--- src/rtl/vga_pkg.sv ---
// vga_pkg - framebuffer geometry, FSM state and pixel types shared by the arbiter files.
// Revision 1.0
`default_nettype none

package vga_pkg;

   localparam int FB_W        = 160;
   localparam int FB_H        = 120;
   localparam int SCALE_SHIFT = 2;
   localparam int ADDR_W      = 15;
   localparam int PIXEL_W     = 8;
   localparam int FB_SIZE     = FB_W * FB_H;

   typedef enum logic [0:0] {
      IDLE  = 1'b0,
      CLEAR = 1'b1
   } state_t;

   typedef logic [PIXEL_W-1:0] pixel_t;

   // Row-major framebuffer address; the multiply is by a constant.
   function automatic logic [ADDR_W-1:0] fb_addr(input logic [ADDR_W-1:0] x,
                                                  input logic [ADDR_W-1:0] y);
      return y * ADDR_W'(FB_W) + x;
   endfunction

endpackage

`default_nettype wire

--- src/rtl/vga_fb_clear_seq.sv ---
// vga_fb_clear_seq - clear-screen FSM and address counter, writes one pixel per granted slot.
// Revision 1.0
`default_nettype none

module vga_fb_clear_seq
   import vga_pkg::*;
(
   input  logic               clk_i,
   input  logic               rst_ni,
   input  logic               slot_gnt_i,
   input  logic               clr_req_i,
   input  logic [PIXEL_W-1:0] clr_color_i,
   output logic               busy_o,
   output logic               wr_stb_o,
   output logic [ADDR_W-1:0]  addr_o,
   output logic [PIXEL_W-1:0] data_o
);

   localparam logic [ADDR_W-1:0] LAST_ADDR = ADDR_W'(FB_SIZE - 1);

   state_t            state_q, state_d;
   logic [ADDR_W-1:0] cnt_q, cnt_d;
   pixel_t            color_q, color_d;

   always_ff @(posedge clk_i or negedge rst_ni) begin
      if (!rst_ni) begin
         state_q <= IDLE;
         cnt_q   <= '0;
         color_q <= '0;
      end else begin
         state_q <= state_d;
         cnt_q   <= cnt_d;
         color_q <= color_d;
      end
   end

   always_comb begin
      state_d  = state_q;
      cnt_d    = cnt_q;
      color_d  = color_q;
      wr_stb_o = 1'b0;
      case (state_q)
         IDLE: begin
            if (clr_req_i) begin
               color_d = clr_color_i;
               cnt_d   = '0;
               state_d = CLEAR;
            end
         end
         CLEAR: begin
            // New requests are not looked at until the fill completes.
            if (slot_gnt_i) begin
               wr_stb_o = 1'b1;
               if (cnt_q == LAST_ADDR) begin
                  cnt_d   = '0;
                  state_d = IDLE;
               end else begin
                  cnt_d = cnt_q + ADDR_W'(1);
               end
            end
         end
         default: state_d = IDLE;
      endcase
   end

   assign busy_o = (state_q == CLEAR);
   assign addr_o = cnt_q;
   assign data_o = color_q;

endmodule

`default_nettype wire

--- src/rtl/vga_fb_arbiter.sv ---
// vga_fb_arbiter - time-slices one framebuffer RAM between VGA fetch, paint writer and clear.
// Revision 1.0. Optional write/drop counters with VGA_FB_ARB_STATS_EN.
`default_nettype none

module vga_fb_arbiter
   import vga_pkg::*;
(
   input  logic               CLK_IN,
   input  logic               RST_N,
   input  logic               PXL_CLK,
   input  logic               VID_ACTIVE,
   input  logic [9:0]         X_IN,
   input  logic [9:0]         Y_IN,
   output logic [PIXEL_W-1:0] PIX_OUT,
   input  logic               WR_VALID,
   output logic               WR_READY,
   input  logic [7:0]         WR_X,
   input  logic [6:0]         WR_Y,
   input  logic [PIXEL_W-1:0] WR_DATA,
   input  logic               CLR_REQ,
   input  logic [PIXEL_W-1:0] CLR_COLOR,
   output logic               CLR_BUSY,
   output logic [ADDR_W-1:0]  RAM_ADDR,
   output logic               RAM_WE,
   output logic [PIXEL_W-1:0] RAM_WDATA,
   input  logic [PIXEL_W-1:0] RAM_RDATA
`ifdef VGA_FB_ARB_STATS_EN
   ,
   output logic [15:0]        WR_CNT,
   output logic [7:0]         DROP_CNT
`endif
);

   localparam logic [7:0] WR_X_LIM = 8'(FB_W);
   localparam logic [6:0] WR_Y_LIM = 7'(FB_H);

   logic              disp_slot;
   logic              wr_slot;
   logic              wr_xfer;
   logic              wr_in_range;
   logic              clr_busy;
   logic              clr_stb;
   logic [ADDR_W-1:0] disp_addr;
   logic [ADDR_W-1:0] wr_addr;
   logic [ADDR_W-1:0] clr_addr;
   pixel_t            clr_data;
   logic              rd_pending_q;
   pixel_t            pix_q, pix_d;

   assign disp_slot = PXL_CLK & VID_ACTIVE;
   assign wr_slot   = ~disp_slot;

   assign disp_addr = fb_addr(ADDR_W'(X_IN >> SCALE_SHIFT), ADDR_W'(Y_IN >> SCALE_SHIFT));
   assign wr_addr   = fb_addr(ADDR_W'(WR_X), ADDR_W'(WR_Y));

   assign wr_in_range = (WR_X < WR_X_LIM) && (WR_Y < WR_Y_LIM);

   // A pending clear request outranks a writer in the same slot.
   assign WR_READY = RST_N & wr_slot & ~clr_busy & ~CLR_REQ;
   assign wr_xfer  = WR_VALID & WR_READY;

   vga_fb_clear_seq u_clear_seq (
      .clk_i       (CLK_IN),
      .rst_ni      (RST_N),
      .slot_gnt_i  (wr_slot),
      .clr_req_i   (CLR_REQ),
      .clr_color_i (CLR_COLOR),
      .busy_o      (clr_busy),
      .wr_stb_o    (clr_stb),
      .addr_o      (clr_addr),
      .data_o      (clr_data)
   );

   assign CLR_BUSY = clr_busy;

   always_comb begin
      RAM_ADDR  = '0;
      RAM_WE    = 1'b0;
      RAM_WDATA = '0;
      if (!RST_N) begin
         RAM_ADDR  = '0;
      end else if (disp_slot) begin
         RAM_ADDR  = disp_addr;
      end else if (clr_stb) begin
         RAM_WE    = 1'b1;
         RAM_ADDR  = clr_addr;
         RAM_WDATA = clr_data;
      end else if (wr_xfer && wr_in_range) begin
         RAM_WE    = 1'b1;
         RAM_ADDR  = wr_addr;
         RAM_WDATA = WR_DATA;
      end
   end

   // Read data lands the cycle after a display slot; blank once the fetch stream stops.
   always_comb begin
      pix_d = pix_q;
      if (rd_pending_q) begin
         pix_d = RAM_RDATA;
      end else if (!PXL_CLK) begin
         pix_d = '0;
      end
   end

   always_ff @(posedge CLK_IN or negedge RST_N) begin
      if (!RST_N) begin
         rd_pending_q <= 1'b0;
         pix_q        <= '0;
      end else begin
         rd_pending_q <= disp_slot;
         pix_q        <= pix_d;
      end
   end

   assign PIX_OUT = pix_q;

`ifdef VGA_FB_ARB_STATS_EN
   logic [15:0] wr_cnt_q;
   logic [7:0]  drop_cnt_q;

   always_ff @(posedge CLK_IN or negedge RST_N) begin
      if (!RST_N) begin
         wr_cnt_q   <= '0;
         drop_cnt_q <= '0;
      end else begin
         if (wr_xfer && wr_in_range) begin
            wr_cnt_q <= wr_cnt_q + 16'd1;
         end
         if (wr_xfer && !wr_in_range && (drop_cnt_q != 8'hFF)) begin
            drop_cnt_q <= drop_cnt_q + 8'd1;
         end
      end
   end

   assign WR_CNT   = wr_cnt_q;
   assign DROP_CNT = drop_cnt_q;
`endif

endmodule

`default_nettype wire
--- config.mk ---
export PLATFORM = sky130hd
export DESIGN_NAME = vga_fb_arbiter
export DESIGN_NICKNAME = d
export VERILOG_FILES = /design/src/rtl/vga_pkg.sv /design/src/rtl/vga_fb_clear_seq.sv /design/src/rtl/vga_fb_arbiter.sv
export SDC_FILE = /design/constraint.sdc
export NUM_CORES = 1
export LEC_CHECK = 0
export ABC_AREA = 1
export CORE_ASPECT_RATIO = 1.1
export CORE_MARGIN = 2
export CORE_UTILIZATION = 51
export CTS_CLUSTER_SIZE = 16
export DETAILED_ROUTE_END_ITERATION = 8
export PLACE_DENSITY = 0.87
export SLEW_MARGIN = 30
export SYNTH_ARGS = -nofsm -noshare
export SYNTH_HDL_FRONTEND = slang
export SYNTH_SLANG_ARGS = --single-unit
--- constraint.sdc ---
create_clock -name CLK_IN -period 13.6 [get_ports CLK_IN]
set_clock_uncertainty 0.2 [all_clocks]
set_input_delay 4.08 -clock CLK_IN [delete_from_list [all_inputs] [get_ports CLK_IN]]
set_output_delay 4.08 -clock CLK_IN [all_outputs]
set_load 0.03 [all_outputs]
==> flow_summary.yaml <==
run_status:
  outcome: "complete, no violations"
clocking:
  clock_latency_ps: 290
  root_buffer: "clkbuf_8"
  cts_tree: "built"
  cts_buffers: 5
  clkSinkCount: 33
  path_clk_slew_ps: 70
  cts_resized: 0
  cts_setup_buffers: 0
  cts_buffer_depth: 2
  cts_hold_buf: 0
  h-tree-depth: 2
setup_path:
  critPathKind: "input pin to output port"
  worstPathArrival_ps: 7430
  cp-start-kind: "input pin"
  crit_family: "buffers and inverters"
  critPathBufInv: 4
  end_kind: "output port"
  reg2reg_to: "u_clear_seq.addr_o[1]"
  max_stage_delay_ps: 690
  slowest_stage: "clkdlybuf4s50_1"
  path_cells: "clkdlybuf4s50_1 > ha_1 > ha_1 > inv_1 > fa_1 > nor2_1 > nand4_1 > nand2_1 > inv_1 > nor2_1 > nand3_1 > nand2_1 > nand2_1 > nand2_1 > nand2_1 > nor2_1 > clkdlybuf4s50_1"
  cp.required_ps: 9320
  reg2regPathDepth: 6
  crit_fanout: 3
  rr_startpoint: "u_clear_seq.busy_o"
  r2r_slack_ps: 11370
  crit_top_cell: "nand2_1"
global_route:
  met2_usage_pct: 46.63
  grtUsageTotal_pct: 26.49
  use_met1_pct: 33.60
  grt_pass1_wl_um: 14420
  grt_pass1_vias: 3184
  top_usage_layer: "met2"
  grt_max_degree: 45
  grt_antenna_before_repair: 0
  grt-ovfl-total: 0
  met3_usage_pct: 4.000
sta:
  drv_slew: 0
  fmax_ghz: 0.08536
  worst_slack_ps: 1885
  worst_pin_slew_ps: 513.2
  fin_setup_tns_ps: 0
  fin_crit_sh_pct: 86.14
  hold_ws_ps: 303.9
  layout_min_cycle_time_ps: 11710
  grt_setup_unrepaired: "false"
  finalHoldViolations: 0
  max_slew_margin_pct: 65.79
  setup_viol: 0
logic_synthesis:
  ys_seq_area_share_pct: 26.53
  avgSynthCellArea_um2: 7.027
  synth_area_mm2: 0.003113
  ys_types: 37
  yosys_warnings: 0
  syn-instance-count: 443
  yosys_register_bits: 33
  syn_nets: 541
floorplan:
  ios: 99
  die_area_mm2: 0.006745
  die_h_um: 85.94
  design.core.area_mm2: 0.005842
  start_util_pct: 53.29
  die_w_um: 78.49
  fp-row-count: 29
cells_and_area:
  layout_commonest_cell: "nand2_1"
  drive_gt1_share_pct: 6.916
  area_delta_synth_final_pct: 35.25
  finalNetCount: 632
  final_util_pct: 72.07
  fillers: 455
  layout_common_cells: "134 x nand2_1, 93 x clkdlybuf4s50_1, 51 x inv_1, 33 x dfrtp_1, 31 x nand3_1"
  n_antenna_cell: 0
routing:
  avgRoutedWirePerCell_um: 14.19
  wl_um: 8684
  post-route-drc-count: 0
  viasPerCell: 5.395
  vias: 3302
  first_pass_iters: 5
  first_iter_violations: 253
  ant_nets: 0
pwr:
  seqPwrFrac_pct: 33.8
  p_leak_uw: 0.001973
  p_sw_uw: 152.8
  p_clk_share_pct: 23.6
  ir_worst_vdd_v: 0.0001159
  pwr-share-comb_pct: 42.6
  internal_power_uw: 250.8
  p_per_area_mw_per_mm2: 95.86
  swShare_pct: 37.86
  power_uw: 403.6
placement:
  gp_congestion: 0.9211
  pre_cts_ws_ps: 1938
  hpwl_um: 6951
  portBuffers: 94
hold_path:
  hp-class: "flop to flop"
  holdCritStartpoint: "PIX_OUT[7]"
  min_path_cells: 2
  min_to: "PIX_OUT[7]"
run:
  maxCapViolations: 0
final cells by class:
cell class	count	area, um2	area share [%]
Clock inverter	2	37.54	0.8915
Clock buffer	6	82.58	1.961
Multi-Input combinational cell	342	2008	47.70
Sequential cell	33	825.8	19.61
Timing Repair Buffer	95	943.4	22.41
Tap cell	77	96.34	2.288
Inverter	57	216.5	5.141
power groups by stage:
stage / clock network (uW) / registers, uW / logic [uW]
floorplan: 0 / 135 / 107
global placement: 0 / 136 / 165
detailed placement: 0 / 137 / 170
CTS: 96.9 / 135 / 171
global route: 101 / 139 / 190
finish: 95.4 / 136 / 172
how the worst max path moves through the flow:
stage | start | endpoint | cells after the start
after CTS | WR_Y[1] | RAM_ADDR[14] | 17
final | WR_Y[1] | RAM_ADDR[14] | 17
after detailed placement | WR_Y[1] | RAM_ADDR[14] | 17
after global routing | Y_IN[3] | RAM_ADDR[14] | 15
after global placement | WR_Y[1] | RAM_ADDR[13] | 15
after floorplan | Y_IN[3] | RAM_ADDR[14] | 13
cell families (layout without fill, tap and decap cells):
logic type	Yosys count	after routing	synth area share, %
XOR/XNOR	13	13	3.658
multiplexers	8	8	2.894
adder cells (fa/ha/maj)	33	33	14.23
flip-flops	33	33	26.53
buffers and inverters	68	160	8.963
AO/OA/AOI/OAI	71	71	12.86
AND/OR/NAND/NOR	217	217	30.87
metal layers:
layer  vias up  part of all wire, %  wire (um)
met3        14                  5.3        459
met5         -                    0          0
met1      1535                   41       3584
met2       112                   52       4510
met4         0                  1.5        130
li1       1641                    -          -
registers in the layout (all words and copies together), names as in the netlist:
register            cells
u_clear_seq.addr_o     15
PIX_OUT                 8
u_clear_seq.data_o      8
rd_pending_q            1
u_clear_seq.busy_o      1
worst register-to-register path, delay by kind of cell (launching register included):
kind | cells | cell delay, ps
flops | 1 | 510
buf+inv | 3 | 460
simple gates | 2 | 680
compound gates | 1 | 270
synth_stat cells (all sizes together):
master / number / area, um2
nand2: 136 / 515.5
inv: 57 / 216.5
nand3: 34 / 185.2
dfrtp: 33 / 825.8
nor2: 31 / 151.4
ha: 29 / 362.9
o21ai: 24 / 120.1
a21oi: 22 / 110.1
o22ai: 9 / 56.30
a31oi: 8 / 50.05
mux2: 8 / 90.09
nand4: 8 / 56.30
xor2: 8 / 70.07
clkbuf: 6 / 22.52
buf: 5 / 40.04
xnor2: 5 / 43.79
fa: 4 / 80.08
nand3b: 4 / 30.03
o211ai: 3 / 22.52
nor3: 2 / 10.01
a22o: 1 / 8.760
a41oi: 1 / 8.760
and2: 1 / 6.260
o21a: 1 / 7.510
o21bai: 1 / 7.510
o32ai: 1 / 8.760
or2: 1 / 6.260
stage by stage:
stage,cells,cell area [um2]
after floorplan,443,3113
after global placement,604,4090
after detailed placement,604,4090
after CTS,612,4210
after global routing,612,4210
final,612,4210
(Power assumes the default switching activity.)
